<file path="src/rtl/timer_pkg.sv">
// Shared types, digit limits and BCD time arithmetic for the countdown timer.
package timer_pkg;

    localparam int unsigned DIGIT_W = 4;
    localparam int unsigned MIN_MAX = 99;
    localparam int unsigned SEC_MAX = 59;

    localparam logic [DIGIT_W-1:0] MIN_MAX_TENS = DIGIT_W'(MIN_MAX / 10);
    localparam logic [DIGIT_W-1:0] MIN_MAX_ONES = DIGIT_W'(MIN_MAX % 10);
    localparam logic [DIGIT_W-1:0] SEC_MAX_TENS = DIGIT_W'(SEC_MAX / 10);
    localparam logic [DIGIT_W-1:0] SEC_MAX_ONES = DIGIT_W'(SEC_MAX % 10);
    localparam logic [DIGIT_W-1:0] BCD_MAX      = DIGIT_W'(9);

    // Button bit positions inside the packed button vectors.
    localparam int unsigned BTN_W       = 5;
    localparam int unsigned BTN_INC_SEC = 0;
    localparam int unsigned BTN_INC_MIN = 1;
    localparam int unsigned BTN_START   = 2;
    localparam int unsigned BTN_STOP    = 3;
    localparam int unsigned BTN_CLEAR   = 4;

    typedef enum logic [1:0] {
        ST_IDLE  = 2'd0,
        ST_RUN   = 2'd1,
        ST_PAUSE = 2'd2,
        ST_DONE  = 2'd3
    } state_t;

    typedef enum logic [2:0] {
        ACT_NONE    = 3'd0,
        ACT_CLEAR   = 3'd1,
        ACT_STOP    = 3'd2,
        ACT_START   = 3'd3,
        ACT_INC_MIN = 3'd4,
        ACT_INC_SEC = 3'd5
    } action_t;

    typedef struct packed {
        logic [DIGIT_W-1:0] min_10s;
        logic [DIGIT_W-1:0] min_1s;
        logic [DIGIT_W-1:0] sec_10s;
        logic [DIGIT_W-1:0] sec_1s;
    } time_t;

    function automatic logic time_is_zero(input time_t t);
        return (t == '0);
    endfunction

    // Minutes step 00..99 and wrap; seconds untouched.
    function automatic time_t time_inc_min(input time_t t);
        time_t r;
        r = t;
        if (t.min_10s == MIN_MAX_TENS && t.min_1s == MIN_MAX_ONES) begin
            r.min_10s = '0;
            r.min_1s  = '0;
        end else if (t.min_1s == BCD_MAX) begin
            r.min_1s  = '0;
            r.min_10s = t.min_10s + DIGIT_W'(1);
        end else begin
            r.min_1s  = t.min_1s + DIGIT_W'(1);
        end
        return r;
    endfunction

    // Seconds step 00..59 and wrap without carrying into minutes.
    function automatic time_t time_inc_sec(input time_t t);
        time_t r;
        r = t;
        if (t.sec_10s == SEC_MAX_TENS && t.sec_1s == SEC_MAX_ONES) begin
            r.sec_10s = '0;
            r.sec_1s  = '0;
        end else if (t.sec_1s == BCD_MAX) begin
            r.sec_1s  = '0;
            r.sec_10s = t.sec_10s + DIGIT_W'(1);
        end else begin
            r.sec_1s  = t.sec_1s + DIGIT_W'(1);
        end
        return r;
    endfunction

    // One-second countdown with BCD borrows; never applied to 00:00.
    function automatic time_t time_dec(input time_t t);
        time_t r;
        r = t;
        if (t.sec_1s != '0) begin
            r.sec_1s = t.sec_1s - DIGIT_W'(1);
        end else begin
            r.sec_1s = SEC_MAX_ONES;
            if (t.sec_10s != '0) begin
                r.sec_10s = t.sec_10s - DIGIT_W'(1);
            end else begin
                r.sec_10s = SEC_MAX_TENS;
                if (t.min_1s != '0) begin
                    r.min_1s = t.min_1s - DIGIT_W'(1);
                end else begin
                    r.min_1s  = BCD_MAX;
                    r.min_10s = t.min_10s - DIGIT_W'(1);
                end
            end
        end
        return r;
    endfunction

endpackage

</file>
<file path="src/rtl/tick_gen.sv">
// Seconds prescaler: counts 0..TICKS_PER_SEC-1 while enabled, ticks on the terminal count.
module tick_gen #(
    parameter int unsigned TICKS_PER_SEC = 100_000_000
) (
    input  logic clk,
    input  logic reset,
    input  logic i_en,
    input  logic i_clr,
    output logic o_tick_c
);

    localparam int unsigned       CNT_W = $clog2(TICKS_PER_SEC);
    localparam logic [CNT_W-1:0]  TERM  = CNT_W'(TICKS_PER_SEC - 1);

    logic [CNT_W-1:0] r_cnt;

    assign o_tick_c = i_en && (r_cnt == TERM);

    // Clear outranks enable; a disabled counter holds its value.
    always_ff @(posedge clk) begin
        if (reset || i_clr) begin
            r_cnt <= '0;
        end else if (i_en) begin
            r_cnt <= (r_cnt == TERM) ? '0 : r_cnt + CNT_W'(1);
        end
    end

endmodule

</file>
<file path="src/rtl/timer_control.sv">
// MM:SS countdown timer with button control and BCD outputs.
// Optional DONE-state display blink enabled by defining TIMER_BLINK_EN.
module timer_control
    import timer_pkg::*;
#(
    parameter int unsigned TICKS_PER_SEC = 100_000_000
) (
    input  logic               clk_100MHz,
    input  logic               reset,
    input  logic               btn_start,
    input  logic               btn_stop,
    input  logic               btn_clear,
    input  logic               btn_inc_min,
    input  logic               btn_inc_sec,
    output logic [DIGIT_W-1:0] min_10s,
    output logic [DIGIT_W-1:0] min_1s,
    output logic [DIGIT_W-1:0] sec_10s,
    output logic [DIGIT_W-1:0] sec_1s,
    output logic               running,
    output logic               done,
    output logic               blank
);

    logic [BTN_W-1:0] w_btn;
    logic [BTN_W-1:0] r_btn_q;
    logic [BTN_W-1:0] r_btn_edge;

    state_t  r_state;
    state_t  w_state_nxt;
    time_t   r_time;
    time_t   w_time_nxt;
    time_t   w_time_dec;
    action_t w_act;
    logic    w_tick;
    logic    w_pre_en;
    logic    w_pre_clr;
    logic    r_running;
    logic    r_done;

    assign w_btn = {btn_clear, btn_stop, btn_start, btn_inc_min, btn_inc_sec};

    // Registered rising-edge pulses; the FSM acts on them one cycle later.
    always_ff @(posedge clk_100MHz) begin
        if (reset) begin
            r_btn_q    <= '0;
            r_btn_edge <= '0;
        end else begin
            r_btn_q    <= w_btn;
            r_btn_edge <= w_btn & ~r_btn_q;
        end
    end

    // Only the highest-priority coincident edge is acted on.
    always_comb begin
        w_act = ACT_NONE;
        if (r_btn_edge[BTN_CLEAR])        w_act = ACT_CLEAR;
        else if (r_btn_edge[BTN_STOP])    w_act = ACT_STOP;
        else if (r_btn_edge[BTN_START])   w_act = ACT_START;
        else if (r_btn_edge[BTN_INC_MIN]) w_act = ACT_INC_MIN;
        else if (r_btn_edge[BTN_INC_SEC]) w_act = ACT_INC_SEC;
    end

    assign w_pre_en = (r_state == ST_RUN);

    tick_gen #(
        .TICKS_PER_SEC (TICKS_PER_SEC)
    ) u_tick_gen (
        .clk      (clk_100MHz),
        .reset    (reset),
        .i_en     (w_pre_en),
        .i_clr    (w_pre_clr),
        .o_tick_c (w_tick)
    );

    always_comb begin
        w_state_nxt = r_state;
        w_time_nxt  = r_time;
        w_pre_clr   = 1'b0;
        w_time_dec  = time_dec(r_time);
        if (w_act == ACT_CLEAR) begin
            w_state_nxt = ST_IDLE;
            w_time_nxt  = '0;
            w_pre_clr   = 1'b1;
        end else begin
            case (r_state)
                ST_IDLE, ST_PAUSE: begin
                    case (w_act)
                        ACT_START: begin
                            if (!time_is_zero(r_time)) begin
                                w_state_nxt = ST_RUN;
                                // Resuming from PAUSE keeps the partial second.
                                w_pre_clr   = (r_state == ST_IDLE);
                            end
                        end
                        ACT_INC_MIN: w_time_nxt = time_inc_min(r_time);
                        ACT_INC_SEC: w_time_nxt = time_inc_sec(r_time);
                        default: ;
                    endcase
                end
                ST_RUN: begin
                    // A tick coinciding with stop is applied before pausing.
                    if (w_tick) begin
                        w_time_nxt = w_time_dec;
                    end
                    if (w_tick && time_is_zero(w_time_dec)) begin
                        w_state_nxt = ST_DONE;
                    end else if (w_act == ACT_STOP) begin
                        w_state_nxt = ST_PAUSE;
                    end
                end
                ST_DONE: begin
                    if (w_act == ACT_START) begin
                        w_state_nxt = ST_IDLE;
                    end
                end
                default: w_state_nxt = ST_IDLE;
            endcase
        end
    end

    always_ff @(posedge clk_100MHz) begin
        if (reset) begin
            r_state   <= ST_IDLE;
            r_time    <= '0;
            r_running <= 1'b0;
            r_done    <= 1'b0;
        end else begin
            r_state   <= w_state_nxt;
            r_time    <= w_time_nxt;
            r_running <= (w_state_nxt == ST_RUN);
            r_done    <= (w_state_nxt == ST_DONE);
        end
    end

    assign min_10s = r_time.min_10s;
    assign min_1s  = r_time.min_1s;
    assign sec_10s = r_time.sec_10s;
    assign sec_1s  = r_time.sec_1s;
    assign running = r_running;
    assign done    = r_done;

`ifdef TIMER_BLINK_EN
    localparam int unsigned      BLINK_HALF = TICKS_PER_SEC / 2;
    localparam int unsigned      BLINK_W    = (BLINK_HALF > 1) ? $clog2(BLINK_HALF) : 1;
    localparam logic [BLINK_W-1:0] BLINK_TERM = BLINK_W'(BLINK_HALF - 1);

    logic [BLINK_W-1:0] r_blink_cnt;
    logic               r_blank;

    // Blank starts high on DONE entry and toggles every half second while in DONE.
    always_ff @(posedge clk_100MHz) begin
        if (reset) begin
            r_blink_cnt <= '0;
            r_blank     <= 1'b0;
        end else if (w_state_nxt == ST_DONE) begin
            if (r_state != ST_DONE) begin
                r_blink_cnt <= '0;
                r_blank     <= 1'b1;
            end else if (r_blink_cnt == BLINK_TERM) begin
                r_blink_cnt <= '0;
                r_blank     <= ~r_blank;
            end else begin
                r_blink_cnt <= r_blink_cnt + BLINK_W'(1);
            end
        end else begin
            r_blink_cnt <= '0;
            r_blank     <= 1'b0;
        end
    end

    assign blank = r_blank;
`else
    assign blank = 1'b0;
`endif

endmodule

</file>
<file path="config.mk">
export PLATFORM = sky130hd
export DESIGN_NAME = timer_control
export DESIGN_NICKNAME = d
export VERILOG_FILES = /design/src/rtl/timer_pkg.sv /design/src/rtl/tick_gen.sv /design/src/rtl/timer_control.sv
export SDC_FILE = /design/constraint.sdc
export NUM_CORES = 1
export LEC_CHECK = 0
export ABC_AREA = 1
export BUFFER_PORTS_ARGS = -buffer_cell sky130_fd_sc_hd__buf_2
export CORE_MARGIN = 3
export CORE_UTILIZATION = 42
export DETAILED_ROUTE_END_ITERATION = 8
export HOLD_SLACK_MARGIN = 0.06
export SLEW_MARGIN = 20
export SYNTH_ARGS = -nofsm -noshare
export SYNTH_HDL_FRONTEND = slang
export SYNTH_SLANG_ARGS = --single-unit
export TNS_END_PERCENT = 20
</file>
<file path="constraint.sdc">
create_clock -name clk_100MHz -period 1.8 [get_ports clk_100MHz]
set_input_delay 0.36 -clock clk_100MHz [delete_from_list [all_inputs] [get_ports clk_100MHz]]
set_output_delay 0.36 -clock clk_100MHz [all_outputs]
set_load 0.02 [all_outputs]
</file>
==> reports/metrics.csv, run 1 <==
metric,value,unit
status,finished with violations,
failing checks,setup timing,
global-route wire length before repair,15460,um
Post-Layout Cell Count,735,
hold_sp,btn_stop,
Total Routing Usage GR,19.62,%
Vert. Die Dim,97.33,um
total power,3.241,mW
TritonCTS buffer count,9,
# fillers,732,
H-Tree Depth,3,
gpl congestion,0.8509,
Max Fclk,536.9,MHz
pwr dens,678.2,nW/um^2
Via density,5.045,
final hold vios,0,
average wire per standard cell,12.96,um
initial antenna violation count,0,
yosys warns,0,
Worst Hold Path EP,r_btn_q[3]$_SDFF_PP0_,
Synth top area share,32.57,%
Die W,97.33,um
CTS root buffer,clkbuf_8,
post-layout min period,1.862,ns
full die area,9473,um^2
Leakage,2.167,nW
drt pass-1 iters,5,
setup ws final,-0.06246,ns
RR Startpoint,sec_10s[0]$_SDFFE_PP0P_,
Post-Syn Nets,540,
layout overhead on the synthesized area,36.39,%
Hold WS,0.2365,ns
Final Setup Violations,3,
HPWL after detailed placement,6888,um
final cycle utilization of the critical path,103.5,%
Max-Cap Viols,0,
Clock Skews,0.008957,ns
synthesized cell area,3503,um^2
hold path cells,3,
latest clock arrival within the worst-skew pair,0.34,ns
Worst IR Drop VDD,579.9,uV
critical path peak fanout,4,
First DRT Iteration DRCs,206,
reg-to-reg endpoint,running$_SDFF_PP0_,
largest area contributor in the netlist,dfxtp_1,
Core Footprint,7928,um^2
number of global-route vias before repair,3422,
reg2reg path depth,13,
critical path required time,2.03,ns
syn_area_per_cell,6.763,um^2
largest net degree at the start of global routing,12,
# nets final,650,
Top Ports,26,
most common cell in the synthesized netlist,nand2_1,
reg2reg setup slack,-0.06,ns
cts hold-fix bufs,0,
clk slew on worst S/H paths,0.07,ns
unrepaired setup endpoints after global routing,true,
placed insts,709,
DRT Wirelength,9522,um
Post-synth EDFFs,0,
Critical Path Sink Type,flop,
max-slew violations,0,
Post-synth top cells,"nand2_1 (104), nor2_1 (90), inv_1 (62)",
post-synth cell types,42,
remaining antenna violation count,0,
Remaining DRCs,0,
sequential area share after synthesis,32.57,%
GR Overflow Total,0,
critical path class,flop to flop,
Starting Density,44.19,%
Post-synth ARST share,0,%
layout cells sized above 1,32.23,%
CTS tree,yes,
largest cells by area after synthesis,"dfxtp_1 (33%), nand2_1 (11%), nor2_1 (9.6%)",
antenna diode count,0,
Seq cells post-synth,57,
row count,32,
Sink Count,57,
Hold Crit Class,input port to flop,
cell count after synthesis,518,
IO Port Bufs,24,
post-layout util,60.27,%
ys flop type,dfxtp_1,
detailed-route via count,3708,
clock buffer depth,2,
Critical Path Source Type,flop,
crit path DAT,2.09,ns
==> stage by stage <==
stage,setup TNS [ns],cell area (um^2),setup WS [ns]
2_1_floorplan,0,3523,0.01097
3_3_place_gp,-0.5780,4279,-0.1473
3_5_place_dp,-0.7529,4279,-0.1503
4_1_cts,-0.02977,4653,-0.02169
5_1_grt,-2.894,4778,-0.2251
6_report,-0.1478,4778,-0.06246
==> power by group <==
part | internal (mW) | total (mW) | leakage, nW | switching, mW
clock | 0.794 | 1.33 | 0.114 | 0.540
sequential | 1.28 | 1.30 | 0.467 | 0.0179
combinational | 0.282 | 0.607 | 1.59 | 0.325
==> per-layer routing <==
| metal | vias up | share of wire [%] | track usage (%) |
|---|---|---|---|
| li1 | 1902 | - | - |
| met1 | 1708 | 47 | 25.49 |
| met2 | 85 | 48 | 32.96 |
| met3 | 13 | 3.9 | 3.661 |
| met4 | 0 | 1.2 | 6.177 |
| met5 | - | 0 | 0 |
==> critical path, cell delays in order (launching register included) <==
cell     delay (ns)
dfxtp_4        0.38
inv_4          0.04
ha_4           0.17
or2_4          0.25
nand3_2        0.08
o21ai_2        0.07
nor2_1         0.13
nand2_1        0.06
nor2_1         0.10
nand3_1        0.11
nand2_1        0.09
nand2_2        0.06
a21oi_2        0.15
nor2_1         0.06
==> how the worst max path moves through the flow <==
stage / from / end / slack (ns) / depth (start not counted)
after floorplan: sec_1s[0]$_SDFFE_PP0P_ / running$_SDFF_PP0_ / 0.01 / 16
after global placement: sec_1s[0]$_SDFFE_PP0P_ / running$_SDFF_PP0_ / -0.15 / 15
after detailed placement: sec_1s[0]$_SDFFE_PP0P_ / running$_SDFF_PP0_ / -0.15 / 16
after CTS: sec_1s[1]$_SDFFE_PP0P_ / done$_SDFF_PP0_ / -0.02 / 16
after global routing: sec_1s[0]$_SDFFE_PP0P_ / running$_SDFF_PP0_ / -0.23 / 15
final: sec_10s[0]$_SDFFE_PP0P_ / running$_SDFF_PP0_ / -0.06 / 13
==> what timing repair did <==
| item | 4_1_cts | 5_1_grt |
|---|---|---|
| pin swaps | 16 | 19 |
| setup buffers | 8 | 2 |
| endpoints found under the setup margin | 19 | 38 |
| resized for setup | 24 | 33 |
==> cell usage in the layout (no fill, tap or decap), types with 5 or more instances in the layout <==
master     n
a211oi_1  12
inv_2     10
dfxtp_1   49
o22ai_1    5
nor2_4     9
buf_4     85
dfxtp_2    5
ha_1      11
nand2_1   91
nand2_2   16
clkbuf_8  11
xnor2_1    5
buf_2     24
nor2_1    84
inv_1     55
nand3_1   31
nor3_1    16
o21ai_0   13
nand4_1   11
nor2_2     7
xor2_1    14
a21oi_1   15
==> flip-flops by register name (all words and copies together), names as in the netlist <==
register,cells
sec_10s,4
r_btn_q,5
min_1s,4
done,1
running,1
r_state,2
u_tick_gen.r_cnt,27
min_10s,4
r_btn_edge,5
sec_1s,4
==> cell families (layout without fill, tap and decap cells) <==
| logic type | Yosys count | after routing | synth area share (%) |
|---|---|---|---|
| flip-flops | 57 | 57 | 32.57 |
| AND/OR/NAND/NOR | 283 | 283 | 36.71 |
| XOR/XNOR | 19 | 19 | 4.750 |
| adder cells (fa/ha/maj) | 15 | 15 | 5.357 |
| buffers and inverters | 80 | 195 | 9.107 |
| other | 1 | 1 | 0.1070 |
| AO/OA/AOI/OAI | 63 | 63 | 11.39 |
==> area by class of cell <==
cell class / count / area (um^2) / area share (%)
inverter: 69 / 266.5 / 5.577
clock buffer: 12 / 176.4 / 3.692
tap: 102 / 127.6 / 2.671
multi-input combinational: 381 / 2232 / 46.71
timing repair buffer: 110 / 769.5 / 16.10
clock inverter: 4 / 47.55 / 0.9950
sequential: 57 / 1159 / 24.25
No activity file was read; power rests on OpenSTA's default activity.
==> run 2: changes to the inputs <==
--- a/config.mk
+++ b/config.mk
@@ -7,6 +7,7 @@
 export LEC_CHECK = 0
 export ABC_AREA = 1
 export BUFFER_PORTS_ARGS = -buffer_cell sky130_fd_sc_hd__buf_2
+export CORE_ASPECT_RATIO = 1.4
 export CORE_MARGIN = 3
 export CORE_UTILIZATION = 42
 export DETAILED_ROUTE_END_ITERATION = 8
==> run 2 against run 1 <==
Net effect:
- the run still ends with setup timing left
- critical endpoint is now done$_SDFF_PP0_
- largest power group is now registers
- worst setup slack lost 0.034 ns
- critical path depth is 2 higher
- wire length decreased by 2.3%
==> reports/metrics.csv, run 2 (synthesized netlist as in run 1, its figures left out) <==
metric,value,unit,change
status,finished with violations,,
failing checks,setup timing,,
max reg flops,27,,unchanged
Max Fclk,527.3,MHz,-1.8%
clock buffer depth,2,,unchanged
Combinational Power Share,18.6,%,about the same
Worst Hold Path EP,r_btn_q[0]$_SDFF_PP0_,,
Worst IR Drop VDD,426.8,uV,-26%
pwr dens,651.3,nW/um^2,-4.0%
placed insts,704,,-0.71%
reg2reg setup slack,-0.1,ns,-0.03 ns
Largest regs,"u_tick_gen.r_cnt x27, r_btn_edge x5, r_btn_q x5",,
DRT Wirelength,9305,um,-2.3%
CTS tree,yes,,
CTS root buffer,clkbuf_8,,
unrepaired setup endpoints after global routing,true,,
Core Footprint,7940,um^2,+0.16%
Clk pwr share,39.8,%,-1.4 points
P_sw,929.7,uW,+5.2%
RR Startpoint,sec_1s[0]$_SDFFE_PP0P_,,
GR Overflow Total,0,,unchanged
final hold vios,0,,unchanged
number of global-route vias before repair,3672,,+7.3%
post-layout min period,1.897,ns,+0.03406 ns
hold path cells,3,,unchanged
Die W,83.19,um,-15%
latest clock arrival within the worst-skew pair,0.35,ns,about the same
Top Ports,26,,unchanged
Max-Cap Viols,0,,unchanged
Post-Layout Cell Count,732,,-0.41%
H-Tree Depth,3,,unchanged
Reg with most FFs,u_tick_gen.r_cnt,,
internal power,2.196,mW,-6.9%
largest net degree at the start of global routing,15,,+3
critical path class,flop to flop,,
post-layout util,60.43,%,+0.16 points
row count,38,,+19%
Starting Density,44.12,%,-0.070 points
full die area,9489,um^2,+0.17%
First DRT Iteration DRCs,132,,-36%
cts hold-fix bufs,0,,unchanged
Final Setup Violations,4,,+1
"final std cell area, no fill",4798,um^2,+0.42%
Remaining DRCs,0,,unchanged
CP Launch Point,sec_1s[0]$_SDFFE_PP0P_,,
max-slew violations,0,,unchanged
Via density,5.053,,+0.17%
final cycle utilization of the critical path,105.4,%,+1.9 points
switch share,29.75,%,+2.5 points
reg2reg path depth,15,,+2
average wire per standard cell,12.71,um,-1.9%
Critical Path Sink Type,flop,,
global-route wire length before repair,15950,um,+3.1%
antenna diode count,0,,unchanged
Leakage,2.125,nW,-1.9%
layout cells sized above 1,34.18,%,+1.9 points
sequential share of power,41.5,%,+1.4 points
HPWL after detailed placement,6885,um,about the same
IO Port Bufs,24,,unchanged
Sink Count,57,,unchanged
Hold Crit Class,input port to flop,,
# nets final,649,,-0.15%
Clock Skews,0.008611,ns,-0.0003457 ns
Vert. Die Dim,114.1,um,+17%
initial antenna violation count,0,,unchanged
gpl congestion,0.8710,,+2.4%
reg-to-reg endpoint,done$_SDFF_PP0_,,
clk slew on worst S/H paths,0.07,ns,about the same
drt pass-1 iters,4,,-1
hold_sp,btn_inc_sec,,
"Cell Area, Placed",4279,um^2,unchanged
detailed-route via count,3699,,-0.24%
layout overhead on the synthesized area,36.96,%,
crit path DAT,2.18,ns,+0.09 ns
"most common cell after layout, fill and taps aside",nand2_1,,
remaining antenna violation count,0,,unchanged
TritonCTS buffer count,9,,unchanged
most frequent cells in the layout,"nand2_1 (88), buf_4 (81), nor2_1 (79), inv_1 (53), dfxtp_1 (49)",,
Total Routing Usage GR,20.42,%,+0.80 points
Critical Path Source Type,flop,,
critical path peak fanout,6,,+2
setup ws final,-0.09652,ns,-0.03406 ns
critical path required time,2.08,ns,+0.05 ns
## run 2: cell types whose count changed in the layout (fill, tap and decap cells not counted), sizes merged
cell and change:
buf -1, clkbuf -3, clkinvlp +2, inv +1
## run 2: layout make-up
class / instances / area (um^2)
clock inverters: 7 / 78.83
flip-flops and latches: 57 / 1159
multi-input cells: 381 / 2260
well taps: 100 / 125.1
fillers: 739 / 3142
clock buffers: 9 / 123.9
inverters: 69 / 261.5
repair buffers: 109 / 790.8
## run 2: stage by stage
step / power [mW] / worst slack (ns) / setup TNS, ns / hold slack (ns)
final: 3.125 / -0.09652 / -0.2309 / 0.2260
after global routing: 3.273 / -0.2597 / -1.777 / 0.2275
after CTS: 3.138 / -0.05269 / -0.2058 / 0.2137
after detailed placement: 1.834 / -0.1632 / -1.702 / 0.3817
after global placement: 1.831 / -0.1055 / -1.190 / 0.3793
after floorplan: 1.619 / 0.01097 / 0 / 0.3743
## run 2: power by group through the flow
| stage | clock network (mW) | registers [mW] | logic, mW |
|---|---|---|---|
| 2_1_floorplan | 0 | 1.34 | 0.278 |
| 3_3_place_gp | 0 | 1.32 | 0.506 |
| 3_5_place_dp | 0 | 1.33 | 0.508 |
| 4_1_cts | 1.28 | 1.30 | 0.558 |
| 5_1_grt | 1.33 | 1.30 | 0.644 |
| 6_report | 1.25 | 1.30 | 0.582 |
## run 2: critical path: stages (launching register included)
cell and delay (ns):
dfxtp_4 0.35, inv_4 0.06, ha_4 0.19, nand2_4 0.06, nor2_4 0.15, buf_4 0.14
o21ai_2 0.05, nor2_1 0.14, nand2_1 0.06, nor2_1 0.08, nand3_1 0.13, nand2_1 0.10
nand2_2 0.07, nand2_2 0.08, nand2_2 0.07, nor2_2 0.10
## run 2: worst max path at each step
stage | end | slack [ns]
2_1_floorplan | running$_SDFF_PP0_ | 0.01
3_3_place_gp | running$_SDFF_PP0_ | -0.11
3_5_place_dp | done$_SDFF_PP0_ | -0.16
4_1_cts | done$_SDFF_PP0_ | -0.05
5_1_grt | done$_SDFF_PP0_ | -0.26
6_report | done$_SDFF_PP0_ | -0.1
## run 2: layer usage
metal	vias to the layer above	track usage, %	part of all wire [%]
met5	-	0	0
met1	1703	22.63	42
met4	0	10.25	2.5
met3	19	2.592	2.8
li1	1908	-	-
met2	69	38.06	53
## run 2: repair_timing
action | in CTS | in global routing
gates resized for setup | 25 | 41
setup endpoints to repair | 31 | 39
pin swaps | 19 | 24
setup buffers | 9 | 3
